===== src/rtl/multiplier_share_arbiter.sv =====
// ---------------------------------------------------------------------------
// multiplier_share_arbiter
//
// Purpose:
//   Lets NUM_REQ requesters share one combinational 8x8 unsigned multiplier.
//   A round-robin arbiter picks one requester at a time. Its operands are
//   captured and multiplied, and the product is returned through a
//   valid/ready handshake. Only one transaction is in flight at a time.
//
// Ports:
//   Clock_In          system clock, rising-edge active
//   Reset_n_In        asynchronous active-low reset
//   Req_Valid_In      per-requester request valid
//   Req_Data_A_In     packed multiplicands, requester i at [8i+7:8i]
//   Req_Data_B_In     packed multipliers, same packing
//   Req_Ready_Out     per-requester accept, one-hot or zero
//   Result_Valid_Out  product available
//   Result_Out        16-bit product of the served request
//   Result_Id_Out     index of the requester owning Result_Out
//   Result_Ready_In   consumer accepts the result
//   Busy_Out          high whenever a transaction is in progress
// ---------------------------------------------------------------------------

// Shared combinational 8x8 unsigned multiplier.
// Ports: a, b operands; product full 16-bit result.
module Multiplier_8_Bit (
    input  logic [7:0]  a,
    input  logic [7:0]  b,
    output logic [15:0] product
);
    assign product = a * b;
endmodule

// state      | meaning
// -----------+--------------------------------------------------------
// ST_IDLE    | arbitrating; the round-robin winner is readied and accepted
// ST_MUL     | captured operands drive the multiplier; the product is registered
// ST_RESULT  | result presented; waits for Result_Ready_In
module multiplier_share_arbiter #(
    parameter int NUM_REQ = 4,
    parameter int ID_W    = 2
) (
    input  logic                 Clock_In,
    input  logic                 Reset_n_In,
    input  logic [NUM_REQ-1:0]   Req_Valid_In,
    input  logic [8*NUM_REQ-1:0] Req_Data_A_In,
    input  logic [8*NUM_REQ-1:0] Req_Data_B_In,
    output logic [NUM_REQ-1:0]   Req_Ready_Out,
    output logic                 Result_Valid_Out,
    output logic [15:0]          Result_Out,
    output logic [ID_W-1:0]      Result_Id_Out,
    input  logic                 Result_Ready_In,
    output logic                 Busy_Out
);

    typedef enum logic [1:0] {
        ST_IDLE   = 2'd0,
        ST_MUL    = 2'd1,
        ST_RESULT = 2'd2
    } state_t;

    state_t          state_q, state_d;
    logic [ID_W-1:0] ptr_q;
    logic [ID_W-1:0] grant;
    logic            found;
    logic            accept;
    logic [ID_W-1:0] id_q;
    logic [ID_W-1:0] res_id_q;
    logic [7:0]      op_a_q, op_b_q;
    logic [7:0]      sel_a, sel_b;
    logic [15:0]     product;
    logic [15:0]     result_q;
    int              off;
    int              best_off;

    // Round-robin pick: the winner is the valid requester with the smallest
    // distance above the pointer, counted modulo NUM_REQ.
    always_comb begin
        grant    = '0;
        found    = 1'b0;
        best_off = NUM_REQ;
        off      = 0;
        for (int i = 0; i < NUM_REQ; i++) begin
            off = i - int'(ptr_q);
            if (off < 0) begin
                off = off + NUM_REQ;
            end
            if (Req_Valid_In[i] && (off < best_off)) begin
                best_off = off;
                grant    = ID_W'(i);
                found    = 1'b1;
            end
        end
    end

    // Operand mux for the granted requester.
    always_comb begin
        sel_a = '0;
        sel_b = '0;
        for (int i = 0; i < NUM_REQ; i++) begin
            if (grant == ID_W'(i)) begin
                sel_a = Req_Data_A_In[8*i +: 8];
                sel_b = Req_Data_B_In[8*i +: 8];
            end
        end
    end

    Multiplier_8_Bit u_mul (
        .a       (op_a_q),
        .b       (op_b_q),
        .product (product)
    );

    always_comb begin
        state_d          = state_q;
        Req_Ready_Out    = '0;
        Result_Valid_Out = 1'b0;
        Busy_Out         = 1'b1;
        accept           = 1'b0;
        unique case (state_q)
            ST_IDLE: begin
                Busy_Out = 1'b0;
                if (found) begin
                    // Ready is only raised for a valid requester, so ready
                    // alone implies the handshake completes this cycle.
                    Req_Ready_Out = NUM_REQ'(1) << grant;
                    accept        = 1'b1;
                    state_d       = ST_MUL;
                end
            end
            ST_MUL: begin
                state_d = ST_RESULT;
            end
            ST_RESULT: begin
                Result_Valid_Out = 1'b1;
                if (Result_Ready_In) begin
                    state_d = ST_IDLE;
                end
            end
            default: begin
                state_d = ST_IDLE;
            end
        endcase
    end

    always_ff @(posedge Clock_In or negedge Reset_n_In) begin
        if (!Reset_n_In) begin
            state_q  <= ST_IDLE;
            ptr_q    <= '0;
            op_a_q   <= '0;
            op_b_q   <= '0;
            id_q     <= '0;
            result_q <= '0;
            res_id_q <= '0;
        end else begin
            state_q <= state_d;
            if (accept) begin
                op_a_q <= sel_a;
                op_b_q <= sel_b;
                id_q   <= grant;
                ptr_q  <= (int'(grant) == NUM_REQ - 1) ? '0 : grant + 1'b1;
            end
            if (state_q == ST_MUL) begin
                result_q <= product;
                res_id_q <= id_q;
            end
        end
    end

    assign Result_Out    = result_q;
    assign Result_Id_Out = res_id_q;

endmodule


===== config.mk =====
export PLATFORM = sky130hd
export DESIGN_NAME = multiplier_share_arbiter
export DESIGN_NICKNAME = d
export VERILOG_FILES = /design/src/rtl/multiplier_share_arbiter.sv
export SDC_FILE = /design/constraint.sdc
export NUM_CORES = 1
export LEC_CHECK = 0
export ABC_AREA = 1
export BUFFER_PORTS_ARGS = -buffer_cell sky130_fd_sc_hd__buf_2
export CAP_MARGIN = 40
export CELL_PAD_IN_SITES_DETAIL_PLACEMENT = 1
export CELL_PAD_IN_SITES_GLOBAL_PLACEMENT = 2
export CORE_MARGIN = 10
export CORE_UTILIZATION = 34
export CTS_CLUSTER_SIZE = 16
export DETAILED_ROUTE_END_ITERATION = 16
export PLACE_DENSITY = 0.89
export SLEW_MARGIN = 10
export SYNTH_ARGS = -nofsm -noshare
export SYNTH_HDL_FRONTEND = slang
export SYNTH_SLANG_ARGS = --single-unit

===== constraint.sdc =====
create_clock -name Clock_In -period 7.63 [get_ports Clock_In]
set_input_delay 0.763 -clock Clock_In [delete_from_list [all_inputs] [get_ports Clock_In]]
set_output_delay 0.763 -clock Clock_In [all_outputs]
set_load 0.005 [all_outputs]

-- Word level (Yosys, flattened, before mapping)
Cells that the tools add are included.
W data, S select, Z words.
- add/subtract/negate cells: 9
- multipliers: 1
- magnitude comparators: 8
- eq/ne operators: 8
- shifts and indexed selects: 1
- multiplexer cells: 32
- reduce and logical (&&, ||, !) cells: 7
- operator list (cell ; number):
    $mux W32 ; 7
    $lt A32 B32 Y1 ; 3
    $mux W8 ; 8
    $lt A32 B4 Y1 const B ; 1
    $add A3 B4 Y5 const B ; 4
    $mul A8 B8 Y16 ; 1
    $lt A3 B1 Y1 const B ; 4
    $mux W2 ; 5
    $mux W1 ; 9
    $mux W4 ; 2
    $eq A2 B1 Y1 const B ; 3
    $eq A2 B2 Y1 const B ; 3
    $pmux W2 S3 ; 1
    $sub A1 B2 Y3 const A ; 2
    $sub A2 B2 Y3 const A ; 2
    $logic_and A1 B1 Y1 ; 4
    $logic_not A2 Y1 ; 2
    $ne A2 B2 Y1 const B ; 2
    $shl A1 B2 Y4 const A ; 1
    $add A2 B1 Y2 const B ; 1
    $reduce_and A2 Y1 ; 1
- bits in registers: 40
- input port bits: 71

-- Longest topological paths before layout
Gate-level depths: netlist of the first run.
- depth after elaboration: 20
- gate-level depth with buffers: 27
- gate-level depth less buffers: 26

-- Modules after synthesis
Synthesis of the first run repeated with hierarchy kept, for this count alone.
- cell total of the unflattened synthesis: 633
- area, all modules: 4634.4 um^2
- modules (own cells, without submodules) (module ; times used ; cells an instance ; area each (um^2)):
    Multiplier_8_Bit ; 1 ; 375 ; 2396.0
    multiplier_share_arbiter ; 1 ; 258 ; 2238.4

-- Worst setup path before layout of the first run
No wires, ideal clock.
- path type: in2out
- start: input Req_Valid_In[1]
- end: output Req_Ready_Out[2]
- arrival: 3247 ps
- data required time: 6867 ps
- path slack: 3620 ps
- stages on the path: 22
- path through: a21boi_0 nand2_1 o211ai_1 ha_1 inv_1 nor2_1 nand2_1 nand3_2 nand2_1 o21ai_0 ha_1 inv_1 nor2_1 nand2_1 nand3_2 nand2_2 inv_1 ha_1 buf_2 clkinv_1 clkbuf_1 nor2_1
- word-level cells in the longest chain between the ends: 11
- elaborated cells between the ends (all ways): 16
- classes of those cells: order compare (2); shift (1); mux (10); reduce/logical (3)
- RTL lines (what ; line ; source):
    from (decl) ; 45 ; input logic [NUM_REQ-1:0] Req_Valid_In,
    $logic_and A1 B1 Y1 * ; 88 ; if (Req_Valid_In[i] && (off < best_off)) begin
    $mux W32 ; 88 ;
    $lt A32 B32 Y1 ; 88 ;
    $logic_and A1 B1 Y1 ; 88 ;
    $mux W32 ; 88 ;
    $lt A32 B32 Y1 ; 88 ;
    $logic_and A1 B1 Y1 ; 88 ;
    $mux W2 * ; 88 ;
    net grant[0] ; 64 ; logic [ID_W-1:0] grant;
    $shl A1 B2 Y4 * ; 126 ; Req_Ready_Out = NUM_REQ'(1) << grant;
    $mux W4 * ; 123 ; if (found) begin
    $mux W4 * ; 120 ; unique case (state_q)
    to (decl) ; 48 ; output logic [NUM_REQ-1:0] Req_Ready_Out,
Mark *: on every way through the listed nets, which the timed path passes. The rest lies on a longest branch.

-- Worst setup path after layout of the first run
Same ends and word-level chain as after synthesis.

==> summary.md, run 1 <==
| Metric | Value |
|---|---|
| Outcome | finished clean |
| Vias | between 4000 and 5000 |
| Most common cell in the netlist | nand2_1 |
| Crit-path slowest cell | clkinv_1 |
| Net count reported at finish | 828 |
| Area contributors post-synth | dfrtp_1, fa_1, nand2_1 |
| Slew Limit Fails | 0 |
| Vias in the first global route | 4654 |
| GRT Resource Usage Total | 14.53% |
| Post-synth ARST share | 100.0% |
| Root buf cell | clkbuf_16 |
| Clock Path Buffers | 2 |
| CP endpoint kind | primary output |
| Ys Warns | 0 |
| Placer Congestion | 0.8376 |
| RSZ-0062 raised after global routing | false |
| Final Hold Violating Endpoints | 0 |
| TNS Setup | 0 ps |
| First-pass DRT Iterations | 4 |
| Post-DR wirelength/cell | 14.81 um |
| Routed wire length | approximately 13000 um |
| CORE AREA | 12670 um2 |
| Post-synthesis sequential area ratio | 22.65% |
| IO Pins | 95 |
| HPWL after detailed placement | 10600 um |
| Worst hold path type | primary input to asynchronous set/reset pin |
| Syn_area_per_cell | 7.257 um2 |
| Synthesized flop and latch total | 40 |
| CTS tree | built |
| Post-synth EDFFs | 0 |
| Starting DRT DRC Count | 137 |
| Synth cell count leaders | nand2_1, inv_1, a21oi_1, ha_1, dfrtp_1 |
| Post-route cell area | 5144 um2 |
| Syn nets | 758 |
| DRC Markers | 0 |
| Mapped cell area | 4419 um2 |
| Number of max-cap violations | 0 |
| CP Launch Point | Req_Valid_In[1] |
| TritonCTS buffer count | 5 |
| First-pass GRT wire length | 22140 um |
| ANT cells | 0 |
| Yosys top cell by area | dfrtp_1 |
| Library cells used by synthesis | 32 |
| Clk_lat worst skew | 280 ps |
| Share of cells above drive strength 1 | 17.65% |
| Remaining global-route overflow | 0 |
| Synth Flop Type | dfrtp_1 |
| Fin util | 40.59% |
| Critical Path Most Common Cell | nand2_1 |
| Reg2reg start | ptr_q[0]$_DFFE_PN0P_ |
| Count of input and output buffers | between 90 and 100 |
| Peak Freq | 193.8 MHz |
| Area growth, synth to finish | 16.39% |
| Worst path cell trace | buf_2 -> a21boi_0 -> nand2_1 -> o211ai_1 -> ha_1 -> inv_1 -> nor2_1 -> nand2_1 -> nand3_2 -> nand2_1 -> o21ai_0 -> ha_1 -> inv_1 -> nor2_1 -> nand2_1 -> nand3_2 -> nand2_2 -> inv_1 -> ha_1 -> clkinv_1 -> nor2_1 -> buf_2 |
| Min Tclk post-route | a little over 5000 ps |
| Resize count post-CTS | 0 |
| Largest stage delay, worst path | 570 ps |
| Post-CTS Setup Inserts | 0 |
| Clk slew on worst S/H paths | 60 ps |
| Vias per cell | between 4 and 5 |
| CTS Hold Bufs | 0 |
| Die Y | 134.0 um |
| Crit Path Max Fanout | 17 |
| CTS sink cnt | 40 |
| Area after DPL | 4980 um2 |
| Initial cell density of the core | between 30% and 40% |
| Initial antenna violation count | 0 |
| Rows | 41 |
| Post-synthesis cell count | between 600 and 700 |
| Chip width | 134.0 um |
| CP required | 6870 ps |
| Clk_skew | approximately 9.9 ps |
| Antenna-violating nets left | 0 |
| Die ar. | ~18000 um2 |
| Worst Tran Pin Value | 763.5 ps |
| CP bufs+invs | 6 |
| Setup crit start kind | primary input |
| Max-slew headroom | around 49% |
| Crit share post-route | 67.63% |
| CP delay by family, top | adder cells |
| Setup CP Type | primary input to primary output |
| Largest net degree at the start of global routing | 29 |
| CTS H-tree depth | 2 |
| WP data arrival | roughly 4400 ps |
| Setup violators final | 0 |
| Synth top area share | 22.65% |
## cells by family after synthesis
logic type               after synthesis  share of synthesized area, %
AO/OA/AOI/OAI                         99                         12.46
buffers and inverters                143                         12.71
XOR/XNOR                               5                        0.9911
AND/OR/NAND/NOR                      244                         22.99
flip-flops                            40                         22.65
adder cells (fa/ha/maj)               78                         28.20
## registers in the layout, summed over array words and instances, names as in the netlist
name,flops
id_q,2
Result_Id_Out,2
op_b_q,8
Result_Out,16
ptr_q,2
op_a_q,8
state_q,2
## final cells by class
type                    instances  area, um2
repair buffers                 95      490.5
fillers                      1661       7527
well taps                     172      215.2
clock inverters                 2      35.03
clock buffers                   6      128.9
flip-flops and latches         40       1001
multi-input cells             426       2856
inverters                     111      416.7
## worst register-to-register path, stage by stage (launching register included)
cell	delay, ps
dfrtp_1	430
nand2_1	130
inv_1	40
or2_2	290
o211ai_1	240
ha_1	270
inv_1	60
nor2_1	40
nand2_1	70
nand3_2	120
nand2_1	100
o21ai_0	80
ha_1	290
inv_1	40
nor2_1	100
nand2_1	70
nand3_2	90
nand2_2	100
inv_1	100
ha_1	560
clkinv_1	570
o211ai_1	400
a21oi_1	110
## cell usage in the layout, fill, tap and decap left out
master and count:
or2_1 1, inv_1 107, nor2_1 37, a21boi_0 1, nor3_1 2, a21oi_1 58, buf_2 94, clkinv_2 1
buf_12 1, inv_2 2, nand2_1 167, o21ai_1 1, xor2_1 3, nor2_4 2, nand2_4 1, ha_1 42
bufinv_16 1, o21bai_1 1, nand3_1 16, clkinv_1 2, xnor2_1 2, o211ai_1 17, a21o_1 1, a31oi_1 4
o21ai_0 16, or2_2 2, nand4_1 5, dfrtp_1 40, nor2_2 1, clkbuf_1 1, nand3_2 2, nand2_2 8
clkbuf_16 5, fa_1 36
## layer usage
layer / share of wire, % / up-vias / GRT usage, %
met5: 0 / - / 0
met4: 0.52 / 0 / 2.116
met3: 8.1 / 7 / 5.265
met2: 46 / 98 / 25.47
met1: 45 / 1913 / 16.91
li1: - / 2021 / -
## through the flow
stage | cells | hold slack (ps) | worst slack, ps
after floorplan | 609 | 442.2 | 3620
after global placement | 843 | 458.5 | 2816
after detailed placement | 844 | 462.3 | 2457
after CTS | 852 | 373.1 | 2432
after global routing | 852 | 382.7 | 2033
final | 852 | 366.4 | 2470
## worst paths after layout
kind | slack (ps) | endpoint | cells after the start
max in group asynchronous | 6800 | op_a_q[2]$_DFFE_PN0P_ | 2
worst max register to register | 3240 | op_a_q[4]$_DFFE_PN0P_ | 22
worst max-delay path | 2470 | Req_Ready_Out[2] | 22
worst min-delay path | 370 | Result_Out[5]$_DFFE_PN0N_ | 1
worst min register to register | 470 | Result_Out[5]$_DFFE_PN0N_ | 2
min in group Clock_In | 470 | Result_Out[5]$_DFFE_PN0N_ | 2
Power of run 1 is not shown: default switching activity piles up to over one toggle a cycle in this logic, so the estimate is an artifact.
==> run 2, diff against run 1 <==
--- a/config.mk
+++ b/config.mk
@@ -11,10 +11,10 @@
 export CELL_PAD_IN_SITES_DETAIL_PLACEMENT = 1
 export CELL_PAD_IN_SITES_GLOBAL_PLACEMENT = 2
 export CORE_MARGIN = 10
-export CORE_UTILIZATION = 34
+export CORE_UTILIZATION = 31
 export CTS_CLUSTER_SIZE = 16
 export DETAILED_ROUTE_END_ITERATION = 16
-export PLACE_DENSITY = 0.89
+export PLACE_DENSITY = 0.82
 export SLEW_MARGIN = 10
 export SYNTH_ARGS = -nofsm -noshare
 export SYNTH_HDL_FRONTEND = slang
==> constraint.sdc (replaced) <==
create_clock -name Clock_In -period 4.95 [get_ports Clock_In]
set_input_delay 0.495 -clock Clock_In [delete_from_list [all_inputs] [get_ports Clock_In]]
set_output_delay 0.495 -clock Clock_In [all_outputs]
set_load 0.005 [all_outputs]
==> summary.md, run 2 (synthesized netlist as in run 1, its figures left out) <==
| Metric | Value |
|---|---|
| First-pass DRT Iterations | 4 (unchanged) |
| Pre-CTS setup slack | 765.4 ps (-1691 ps) |
| Setup violators final | 0 (unchanged) |
| CTS H-tree depth | 2 (unchanged) |
| Post-DR wirelength/cell | 14.70 um (-0.73%) |
| CTS sink cnt | 40 (unchanged) |
| HPWL after detailed placement | 10980 um (+3.6%) |
| Antenna-violating nets left | 0 (unchanged) |
| Worst Tran Pin Value | 779.8 ps (+16.31 ps) |
| Area growth, synth to finish | 16.62% |
| Met2 wire len | 5776 um (-1.4%) |
| TritonCTS buffer count | 5 (unchanged) |
| Commonest cells after routing, fill and taps aside | nand2_1, inv_1, buf_2 |
| Setup CP Type | flip-flop to primary output |
| Outcome | finished clean |
| Post-route cell area | 5154 um2 (+0.19%) |
| DRT met1 WL | 5811 um (+2.6%) |
| Root buf cell | clkbuf_16 |
| Crit Path Max Fanout | 18 (+1) |
| DRC Markers | 0 (unchanged) |
| Remaining global-route overflow | 0 (unchanged) |
| RR Endpoint | Result_Out[10]$_DFFE_PN0N_ |
| Final Hold Violating Endpoints | 0 (unchanged) |
| Vias per cell | 4.666 (-1.6%) |
| Share of cells above drive strength 1 | 18.01% (+0.36 points) |
| Initial cell density of the core | 31.71% (-3.2 points) |
| Setup WS post-layout | 615.1 ps (-1855 ps) |
| Top sig layer | met4 |
| Max-slew headroom | 47.89% (-1.1 points) |
| Resize count post-CTS | 0 (unchanged) |
| Worst hold path type | primary input to asynchronous set/reset pin |
| Die Y | 139.4 um (+4.0%) |
| CORE AREA | 13930 um2 (+10%) |
| Initial antenna violation count | 0 (unchanged) |
| Clock Path Buffers | 2 (unchanged) |
| Clk slew on worst S/H paths | 60 ps (about the same) |
| Clk_lat worst skew | 290 ps (about the same) |
| Routed wire length | 12680 um (+0.55%) |
| CP required | 4450 ps (-2420 ps) |
| Slew Limit Fails | 0 (unchanged) |
| R2R setup slack | 780 ps (-2460 ps) |
| CP Launch Point | ptr_q[0]$_DFFE_PN0P_ |
| First-pass GRT wire length | 22380 um (+1.1%) |
| CP endpoint kind | primary output |
| IO Pins | 95 (unchanged) |
| Setup crit start kind | flip-flop |
| Count of input and output buffers | 94 (unchanged) |
| Met3 Routed Length | 963 um (-6.2%) |
| GRT Resource Usage Total | 13.38% (-1.2 points) |
| Placer Congestion | 0.8313 (-0.75%) |
| Max FFs per register | 16 (unchanged) |
| Peak Freq | 230.7 MHz |
| CTS tree | built |
| Most common cell after layout, fill and taps aside | nand2_1 |
| Clk_skew | 5.452 ps (-4.415 ps) |
| WP data arrival | 3840 ps (-560 ps) |
| RSZ-0062 raised after global routing | false |
| Crit share post-route | 87.57% |
| Post-CTS Setup Inserts | 0 (unchanged) |
| Rows | 43 (+4.9%) |
| Reg2reg start | op_a_q[2]$_DFFE_PN0P_ |
| Starting DRT DRC Count | 120 (-12%) |
| Fin util | 36.98% (-3.6 points) |
| ANT cells | 0 (unchanged) |
| Min Tclk post-route | 4335 ps |
| TNS Setup | 0 ps (unchanged) |
| Number of max-cap violations | 0 (unchanged) |
| Vias in the first global route | 4589 (-1.4%) |
| Chip width | 139.4 um (+4.0%) |
| Die ar. | 19430 um2 (+8.2%) |
| Vias | 4027 (-0.30%) |
| CTS Hold Bufs | 0 (unchanged) |
| Net count reported at finish | 832 (+0.48%) |
| Largest net degree at the start of global routing | 28 (-3.4%) |
| Area after DPL | 5020 um2 (+0.80%) |
| R2R depth | 13 (-41%) |
==> run 2: changes by cell type in the layout (fill, tap and decap cells not counted) <==
cell       previous run  this run
buf_4                 0         4
bufinv_16             1         0
==> run 2: through the flow <==
stage          hold WS [ps]  instances
6_report              102.9        863
5_1_grt               133.0        863
4_1_cts               109.4        863
3_5_place_dp          416.7        856
3_3_place_gp          459.1        855
2_1_floorplan         199.4        609
==> run 2: worst max-delay path by stage <==
stage	to	slack (ps)	depth (start not counted)
2_1_floorplan	Result_Out[11]$_DFFE_PN0N_	1000	15
5_1_grt	Req_Ready_Out[1]	220	22
4_1_cts	Req_Ready_Out[1]	580	22
6_report	Req_Ready_Out[1]	620	22
3_5_place_dp	Result_Out[10]$_DFFE_PN0N_	770	13
3_3_place_gp	Result_Out[11]$_DFFE_PN0N_	860	14
==> run 2: critical path, stage by stage, from the launching register on <==
cell	delay [ps]
dfrtp_1	450
nand2_1	140
inv_1	40
or2_2	270
o211ai_1	220
ha_1	270
inv_1	50
nor2_1	40
nand2_1	70
nand3_2	120
nand2_1	90
o21ai_0	90
ha_1	300
inv_1	40
nor2_1	90
nand2_1	70
nand3_2	90
nand2_2	100
inv_1	100
ha_1	600
inv_1	90
nor2_1	110
buf_2	120
==> run 2: final cells by class <==
cell class / instances / area [um2]
sequential: 40 / 1001
timing repair buffer: 99 / 520.5
tap: 180 / 225.2
clock inverter: 1 / 5.005
fill: 1802 / 8781
inverter: 111 / 416.7
clock buffer: 6 / 128.9
multi-input combinational: 426 / 2856
==> run 2: metal layers <==
metal | GRT usage, % | vias up
li1 | - | 2030
met1 | 16.46 | 1888
met2 | 22.15 | 99
met3 | 4.695 | 10
met4 | 2.471 | 0
met5 | 0 | -
Power of run 2 is left out for the same reason.
